### src/rtl/mp_seq_pkg.sv
// Shared definitions for the multi-byte sequencer and the external byte ALU:
// FSM state codes, op_i encoding and the 5-bit ALU command set.
package mp_seq_pkg;

  localparam logic [1:0] ST_IDLE  = 2'd0;
  localparam logic [1:0] ST_RUN   = 2'd1;
  localparam logic [1:0] ST_FLUSH = 2'd2;

  typedef enum logic [1:0] {
    OP_ADD = 2'b00,
    OP_SUB = 2'b01,
    OP_LSL = 2'b10,
    OP_LSR = 2'b11
  } op_e;

  localparam logic [4:0] ALU_ADD = 5'b00000;
  localparam logic [4:0] ALU_SUB = 5'b00001;
  localparam logic [4:0] ALU_LSL = 5'b00110;
  localparam logic [4:0] ALU_LSR = 5'b00111;
  localparam logic [4:0] ALU_MOV = 5'b01000;

  function automatic logic [4:0] alu_cmd_of(input op_e op);
    logic [4:0] cmd;
    case (op)
      OP_ADD:  cmd = ALU_ADD;
      OP_SUB:  cmd = ALU_SUB;
      OP_LSL:  cmd = ALU_LSL;
      default: cmd = ALU_LSR;
    endcase
    return cmd;
  endfunction

endpackage

### src/rtl/mp_seq_if.sv
// Request, ALU and result-write signals of the multi-byte sequencer.
// slave: the sequencer itself; master: the integrating datapath / ALU side.
interface mp_seq_if;
  logic       start_i;
  logic [1:0] op_i;
  logic [2:0] len_i;
  logic       cin_i;
  logic [2:0] rd_idx_o;
  logic [4:0] alu_cmd_o;
  logic       alu_sc_o;
  logic [7:0] alu_rslt_i;
  logic       alu_sc_i;
  logic       alu_zero_i;
  logic       wr_en_o;
  logic [2:0] wr_idx_o;
  logic [7:0] wr_data_o;
  logic       busy_o;
  logic       done_o;
  logic       carry_o;
  logic       zero_o;

  modport slave (
    input  start_i, op_i, len_i, cin_i, alu_rslt_i, alu_sc_i, alu_zero_i,
    output rd_idx_o, alu_cmd_o, alu_sc_o, wr_en_o, wr_idx_o, wr_data_o,
           busy_o, done_o, carry_o, zero_o
  );

  modport master (
    output start_i, op_i, len_i, cin_i, alu_rslt_i, alu_sc_i, alu_zero_i,
    input  rd_idx_o, alu_cmd_o, alu_sc_o, wr_en_o, wr_idx_o, wr_data_o,
           busy_o, done_o, carry_o, zero_o
  );
endinterface

### src/rtl/mp_seq.sv
// Multi-byte ALU sequencer: issues len+1 bytes to an external ALU, chaining carry/shift.
// Optional MP_SEQ_ZERO_EN adds an aggregate zero flag over all issued bytes.
//
// state    | meaning
// IDLE     | waiting for start_i; ALU sees MOV
// RUN      | one byte issued per cycle, previous result written back
// FLUSH    | last result write, done_o pulse, carry_o valid
module mp_seq
  import mp_seq_pkg::*;
(
  input logic    clk,
  input logic    rst_n,
  mp_seq_if.slave bus
);

  logic [1:0] state;
  op_e        op_q;
  logic [2:0] len_q;
  logic [2:0] cnt;
  logic       cin_q;
  logic       sc_q;
  logic       wr_en;
  logic [2:0] wr_idx;
  logic [7:0] wr_data;
  logic       done;
  logic       carry;
  logic [2:0] rd_idx;
  logic       running;

  assign running = (state == ST_RUN);
  // LSR walks MSB first so the shift-out ripples down toward byte 0
  assign rd_idx  = !running ? 3'd0 : (op_q == OP_LSR) ? (len_q - cnt) : cnt;

  always_ff @(posedge clk or negedge rst_n) begin
    if (!rst_n) begin
      state   <= ST_IDLE;
      op_q    <= OP_ADD;
      len_q   <= 3'd0;
      cnt     <= 3'd0;
      cin_q   <= 1'b0;
      sc_q    <= 1'b0;
      wr_en   <= 1'b0;
      wr_idx  <= 3'd0;
      wr_data <= 8'd0;
      done    <= 1'b0;
      carry   <= 1'b0;
    end else begin
      wr_en <= 1'b0;
      done  <= 1'b0;
      case (state)
        ST_IDLE: begin
          if (bus.start_i) begin
            op_q  <= op_e'(bus.op_i);
            len_q <= bus.len_i;
            cin_q <= bus.cin_i;
            cnt   <= 3'd0;
            state <= ST_RUN;
          end
        end
        ST_RUN: begin
          wr_en   <= 1'b1;
          wr_idx  <= rd_idx;
          wr_data <= bus.alu_rslt_i;
          sc_q    <= bus.alu_sc_i;
          if (cnt == len_q) begin
            done  <= 1'b1;
            carry <= bus.alu_sc_i;
            state <= ST_FLUSH;
          end else begin
            cnt <= cnt + 3'd1;
          end
        end
        ST_FLUSH: state <= ST_IDLE;
        default:  state <= ST_IDLE;
      endcase
    end
  end

  assign bus.rd_idx_o  = rd_idx;
  assign bus.alu_cmd_o = running ? alu_cmd_of(op_q) : ALU_MOV;
  assign bus.alu_sc_o  = running ? ((cnt == 3'd0) ? cin_q : sc_q) : 1'b0;
  assign bus.wr_en_o   = wr_en;
  assign bus.wr_idx_o  = wr_idx;
  assign bus.wr_data_o = wr_data;
  assign bus.busy_o    = (state != ST_IDLE);
  assign bus.done_o    = done;
  assign bus.carry_o   = carry;

`ifdef MP_SEQ_ZERO_EN
  logic zero_q;

  always_ff @(posedge clk or negedge rst_n) begin
    if (!rst_n) begin
      zero_q <= 1'b0;
    end else if (state == ST_IDLE && bus.start_i) begin
      zero_q <= 1'b1;
    end else if (running) begin
      zero_q <= zero_q & bus.alu_zero_i;
    end
  end

  assign bus.zero_o = zero_q;
`else
  logic unused_zero;
  assign unused_zero = bus.alu_zero_i;
  assign bus.zero_o  = 1'b0;
`endif

endmodule

### src/flat_wrapper.sv
// flat-port wrapper written by rule: the top's interface ports become plain ports
module mp_seq_flat import mp_seq_pkg::*;
  (clk, rst_n, bus_start_i, bus_op_i, bus_len_i, bus_cin_i, bus_alu_rslt_i, bus_alu_sc_i, bus_alu_zero_i, bus_rd_idx_o, bus_alu_cmd_o, bus_alu_sc_o, bus_wr_en_o, bus_wr_idx_o, bus_wr_data_o, bus_busy_o, bus_done_o, bus_carry_o, bus_zero_o);
  mp_seq_if bus_i ();
  input logic clk;
  input logic rst_n;
  input wire logic [$bits(bus_i.start_i)-1:0] bus_start_i;
  input wire logic [$bits(bus_i.op_i)-1:0] bus_op_i;
  input wire logic [$bits(bus_i.len_i)-1:0] bus_len_i;
  input wire logic [$bits(bus_i.cin_i)-1:0] bus_cin_i;
  input wire logic [$bits(bus_i.alu_rslt_i)-1:0] bus_alu_rslt_i;
  input wire logic [$bits(bus_i.alu_sc_i)-1:0] bus_alu_sc_i;
  input wire logic [$bits(bus_i.alu_zero_i)-1:0] bus_alu_zero_i;
  output wire logic [$bits(bus_i.rd_idx_o)-1:0] bus_rd_idx_o;
  output wire logic [$bits(bus_i.alu_cmd_o)-1:0] bus_alu_cmd_o;
  output wire logic [$bits(bus_i.alu_sc_o)-1:0] bus_alu_sc_o;
  output wire logic [$bits(bus_i.wr_en_o)-1:0] bus_wr_en_o;
  output wire logic [$bits(bus_i.wr_idx_o)-1:0] bus_wr_idx_o;
  output wire logic [$bits(bus_i.wr_data_o)-1:0] bus_wr_data_o;
  output wire logic [$bits(bus_i.busy_o)-1:0] bus_busy_o;
  output wire logic [$bits(bus_i.done_o)-1:0] bus_done_o;
  output wire logic [$bits(bus_i.carry_o)-1:0] bus_carry_o;
  output wire logic [$bits(bus_i.zero_o)-1:0] bus_zero_o;
  assign bus_i.start_i = bus_start_i;
  assign bus_i.op_i = bus_op_i;
  assign bus_i.len_i = bus_len_i;
  assign bus_i.cin_i = bus_cin_i;
  assign bus_i.alu_rslt_i = bus_alu_rslt_i;
  assign bus_i.alu_sc_i = bus_alu_sc_i;
  assign bus_i.alu_zero_i = bus_alu_zero_i;
  assign bus_rd_idx_o = bus_i.rd_idx_o;
  assign bus_alu_cmd_o = bus_i.alu_cmd_o;
  assign bus_alu_sc_o = bus_i.alu_sc_o;
  assign bus_wr_en_o = bus_i.wr_en_o;
  assign bus_wr_idx_o = bus_i.wr_idx_o;
  assign bus_wr_data_o = bus_i.wr_data_o;
  assign bus_busy_o = bus_i.busy_o;
  assign bus_done_o = bus_i.done_o;
  assign bus_carry_o = bus_i.carry_o;
  assign bus_zero_o = bus_i.zero_o;
  mp_seq u_core (.clk(clk), .rst_n(rst_n), .bus(bus_i));
endmodule
### config.mk
export PLATFORM = sky130hd
export DESIGN_NAME = mp_seq_flat
export DESIGN_NICKNAME = d
export VERILOG_FILES = /design/src/rtl/mp_seq_pkg.sv /design/src/rtl/mp_seq_if.sv /design/src/rtl/mp_seq.sv /design/src/flat_wrapper.sv
export SDC_FILE = /design/constraint.sdc
export NUM_CORES = 1
export LEC_CHECK = 0
export ABC_AREA = 0
export BUFFER_PORTS_ARGS = -buffer_cell sky130_fd_sc_hd__buf_2
export CORE_MARGIN = 5
export CORE_UTILIZATION = 45
export CTS_CLUSTER_SIZE = 14
export DETAILED_ROUTE_END_ITERATION = 16
export PLACE_DENSITY = 0.73
export SYNTH_ARGS = -nofsm -noshare
export SYNTH_HDL_FRONTEND = slang
export SYNTH_SLANG_ARGS = --single-unit
### constraint.sdc
create_clock -name clk -period 3.18 [get_ports clk]
set_input_delay 0.477 -clock clk [delete_from_list [all_inputs] [get_ports clk]]
set_output_delay 0.477 -clock clk [all_outputs]
set_load 0.005 [all_outputs]
## Word level (Yosys, flattened, before mapping)

Cells that the tools add are included.

- Output and inout bits: 25
- Register bits: 26
- Logic and storage cells: 45
- Input port bits: 19

- Add/subtract/negate cells: 2
- Reduce and logical (&&, ||, !) cells: 9
- Muxes and demuxes: 15
- Equal/unequal tests: 8

Operator list:

| kind | count |
|---|---|
| $mux W3 | 4 |
| $pmux W3 S3 | 1 |
| $ne A2 B2 Y1 const B | 3 |
| $pmux W3 S2 | 1 |
| $reduce_and A2 Y1 | 3 |
| $mux W1 | 5 |
| $eq A2 B1 Y1 const B | 2 |
| $eq A2 B2 Y1 const B | 2 |
| $logic_not A2 Y1 | 2 |
| $mux W2 | 2 |
| $mux W4 | 1 |
| $pmux W2 S2 | 1 |
| $reduce_bool A2 Y1 | 2 |
| $add A3 B1 Y3 const B | 1 |
| $eq A3 B3 Y1 | 1 |
| $logic_not A3 Y1 | 1 |
| $reduce_and A3 Y1 | 1 |
| $sub A3 B3 Y3 | 1 |

## Longest topological paths before layout

- Word-level depth: 3
- Gate-level depth with buffers: 7
- Mapped depth without buffers: 7

## Worst setup path before layout

Ideal clock, no wire load.

- Path type: reg2out
- From: reg u_core.len_q[0]
- To: out bus_rd_idx_o[2]
- Slack: 1.123 ns
- Cell stages (with the launch flop): 8
- Path buffers: 0
- Data required time: 2.703 ns
- Arrival: 1.580 ns
- Path through: dfrtp_1 -> inv_1 -> ha_1 -> inv_1 -> fa_1 -> xor2_1 -> or4_1 -> nand2_1

- Longest elaborated chain between the ends: 3

Ends and longest elaborated chain:

| element | RTL line | RTL |
|---|---|---|
| from (decl) | mp_seq.sv:18 | `logic [2:0] len_q;` |
| from (signal assigned) | mp_seq.sv:54 | `len_q <= bus.len_i;` |
| $sub A3 B3 Y3 | mp_seq.sv:32 | `assign rd_idx = !running ? 3'd0 : (op_q == OP_LSR) ? (len_q - cnt) : cnt;` |
| $mux W3 (2 in series) | mp_seq.sv:32 |  |
| to (decl) | flat_wrapper.sv:14 | `output wire logic [$bits(bus_i.rd_idx_o)-1:0] bus_rd_idx_o;` |

No other way between the ends.

## Worst setup path after layout

- From: reg u_core.cnt[0]
- To: out bus_rd_idx_o[2]

- Longest elaborated chain between the ends: 3

Ends and longest elaborated chain:

| element | RTL line | RTL |
|---|---|---|
| from (decl) | mp_seq.sv:19 | `logic [2:0] cnt;` |
| from (signal assigned) | mp_seq.sv:70 | `cnt <= cnt + 3'd1;` |
| $sub A3 B3 Y3 | mp_seq.sv:32 |  |
| $mux W3 (2 in series) | mp_seq.sv:32 |  |

No other way between the ends.

==> flow_results.org <==
** Worst setup path
- Top cell family by delay on the critical path :: adder cells
- Together, buffers and inverters on the worst path number 2.
- Crit path DAT :: 2.17 ns
- On the worst path, the slowest cell contributes a delay of 0.44 ns.
- STA classifies the critical path endpoint as an output pin.
- Maximum net fanout on the critical path :: 4
- Critical-path top delay cell :: dfrtp_1
- Tracing the worst setup path back leads to its startpoint at u_core.cnt[0].
- Worst reg2reg path startpoint :: u_core.cnt[0]
- Cell-by-cell listing of the critical path :: ha_1, inv_1, fa_1, xor2_1, or4_1, nand2_1, buf_2
- The setup path with the least slack is of type register to output pin.
- WP data required :: 2.70 ns
- Kind of start point of the critical path :: register

** Logic synthesis
- Post-Synth XOR/XNOR Area :: 1.994%
- By area, the combinational part of the netlist is dominated by simple AND/OR/NAND/NOR gates.
- After synthesis, the netlist uses 35 different library cells.
- Combined area of all synthesized cells :: 1255 sq um
- Each instance of the synthesized netlist takes up on average 10.82 sq um.
- After synthesis the netlist holds a flip-flop and latch count of 26.
- Share of the synthesized area in the top cell type :: 51.84%
- Summed over all instances, the cell type with the most area after synthesis is dfrtp_1.
- The share of the Yosys chip area taken by registers is 51.84%.
- After synthesis, the share of cell area in mux cells is 9.671%.
- Fraction of registers with async set or reset after synthesis :: 100.0%
- Of the total synthesized cell area, the portion taken by AND, OR, NAND and NOR gates is 19.74%.
- Summing the areas of all compound-gate instances in the mapped netlist gives 5.484% of the synthesized area.
- Sorting the synthesized cells by area gives the leading types as dfrtp_1 52%, nand2_1 9.9%, ha_1 4.0%.
- In this run, synthesis inferred 0 flip-flops with an integrated enable.
- Prevailing post-synth register cell :: dfrtp_1
- Gate Count Post-Synth :: 116
- Total of warnings raised by yosys :: 0
- The synthesized netlist devotes 5.583% of its cell area to adder and majority cells.

** Clock tree
- Number of hold-repair buffers added at the cts stage :: 0
- Post-CTS repair changed the size of 0 cells.
- The later pin in the worst-skew pair is clocked with a latency of 0.33 ns.
- The tree is rooted in a clkbuf_4.
- After clock tree synthesis, the setup repair step added 0 buffers.
- Counting every sink on the clock net gives 26.
- After clock tree synthesis, the clock-pin slew on the worst setup and hold paths is 0.14 ns.
- In this run the number of H-tree levels came out at 1.
- Max clock buf depth :: 2
- The number of clock buffers added by TritonCTS is 3.
- TritonCTS built the clock tree.

** Pwr
- Power spread over the standard cell area amounts to 1094 nW/um^2.
- VDD sags by at most 0.5920 mV.
- Cell leakage power :: 0.8087 nW

** Timing
- Based on the critical path, the design can be clocked at up to 0.3776 GHz.
- Setup repair after global routing left no endpoint under its margin.
- Actual slew at the worst max-slew pin :: 0.7294 ns
- Measured against its own limit, the worst slew margin works out to 51.16%.
- Endpoints failing setup :: 0
- The number of slew-limit violations in the final report was 0.
- Time the final worst path needs with I/O delays and setup :: 2.649 ns
- After routing, the total negative slack on setup checks comes to 0 ns.
- Worst hold slack :: 0.1217 ns
- The final critical path takes up 83.29% of the cycle.
- Hold Fails Final Rpt :: 0
- Clock Skew :: 0.002902 ns

** Floorplanning
- In this run the horizontal extent of the chip is 62.81 microns.
- The floorplan step defined a die boundary enclosing 3945 sq um.
- The floorplan has 19 rows.
- The initial utilization of the core area, before any placement, comes to 46.31%.
- Number of top-level design ports :: 44
- Chip Height :: 62.81 microns
- Placeable core area :: 2710 sq um

** Worst hold path
- The worst hold path belongs to the class input pin to asynchronous set/reset pin.

** Drt
- The detail route stage leaves a number of antenna-violating nets equal to 0.
- After detailed routing, the number of vias per cell comes to 5.022.
- Wirelength per Cell :: 13.55 microns
- Final WL :: 2506 microns
- In the routed design, unresolved DRC markers number 0.
- The first detailed-routing pass took 4 iterations.
- For this block, the initial DRC count from the detailed router was 21.
- Via count :: 929

** Global route
- Number of global-route vias before repair :: 923
- Number of antenna violations at the first check in global routing :: 0
- Pin count of the biggest net entering global routing :: 27
- First-pass GRT wire length :: 4312 microns
- Total Routing Usage GR :: 13.46%
- Total grt overflow :: 0

** Placement
- The HPWL after detailed placement is 1924 microns.
- The count of buffers added on input and output ports is 40.
- Routability-driven placement finished with a final weighted congestion of 0.7635.

** Final layout
- Leaving out fill and tap cells, the most frequent cell in the layout is buf_2.
- From synthesis to final layout, the design area changed by 19.64%.
- The net count of the finished layout is 179.
- Commonest non-fill, non-tap cells in the layout :: 40 x buf_2, 33 x nand2_1, 26 x dfrtp_1
- In the final layout, the share of cells above drive strength 1 is 37.01%.
- Ant. Diodes :: 0

** Job
- Across the run, the number of max-cap violations was 0.

** Run status
- Outcome :: completed
[per-layer routing]
layer	track usage, %	up-vias	wire length, microns
met2	22.67	28	1270
met4	7.427	0	82
met1	15.77	440	1028
li1	-	453	-
met3	2.878	8	124
met5	0	-	0
[stage by stage]
stage / setup WS (ns) / utilization (%) / std cells / area (sq um) / total power, mW
after floorplan: 1.123 / - / 117 / 1259 / 1.173
after global placement: 0.9712 / 53.46 / 181 / 1449 / 1.386
after detailed placement: 0.9172 / 53.46 / 181 / 1449 / 1.434
after CTS: 0.5080 / 55.40 / 185 / 1501 / 1.671
after global routing: 0.4009 / 55.40 / 185 / 1501 / 1.794
final: 0.5314 / 55.40 / 185 / 1501 / 1.642
[report_power, final]
part | switching [mW] | total [mW] | internal, mW | leakage, nW
Clock | 0.0997 | 0.227 | 0.128 | 0.0279
Combinational | 0.426 | 0.806 | 0.380 | 0.465
Sequential | 0.118 | 0.609 | 0.491 | 0.315
[sequential cells by signal, summed over array words and instances (netlist names)]
name,cells
u_core.bus.done_o,1
u_core.bus.wr_en_o,1
u_core.cnt,3
u_core.sc_q,1
u_core.cin_q,1
u_core.bus.carry_o,1
u_core.state,2
u_core.bus.wr_data_o,8
u_core.op_q,2
u_core.len_q,3
u_core.bus.wr_idx_o,3
[cells in the mapped netlist (2+ instances only)]
master	n
dfrtp_1	26
nor3_1	2
buf_2	3
nor2_1	4
and2_1	2
a21oi_1	2
mux2_2	3
nand2_1	33
ha_1	4
o21ai_0	2
mux2i_1	2
inv_1	5
mux2_1	2
buf_4	3
mux2_4	3
[cell type report]
| class | count | area (sq um) |
|---|---|---|
| multi-input cells | 79 | 540.5 |
| repair buffers | 40 | 200.2 |
| clock buffers | 3 | 22.52 |
| well taps | 31 | 38.79 |
| flip-flops and latches | 26 | 650.6 |
| inverters | 5 | 18.77 |
| clock inverters | 1 | 30.03 |
| fillers | 255 | 1209 |
[logic make-up (layout without fill, tap and decap cells)]
family                   count (synthesis)  after routing
AND/OR/NAND/NOR                         51             51
flip-flops                              26             26
buffers and inverters                   12             49
multiplexers                            10             10
AO/OA/AOI/OAI                            9              9
adder cells (fa/ha/maj)                  5              5
XOR/XNOR                                 2              2
other                                    1              2
[worst paths after layout]
check / end / slack [ns] / cells after the start
max: bus_rd_idx_o[2] / 0.53 / 7
min: u_core.cin_q / 0.12 / 1
max reg2reg: u_core.bus.wr_idx_o[2] / 1.38 / 6
min reg2reg: u_core.bus.wr_data_o[0] / 0.49 / 2
max in group asynchronous: u_core.bus.wr_idx_o[0] / 2.68 / 1
min in group clk: u_core.bus.wr_data_o[3] / 0.32 / 3
(Power assumes the default switching activity.)
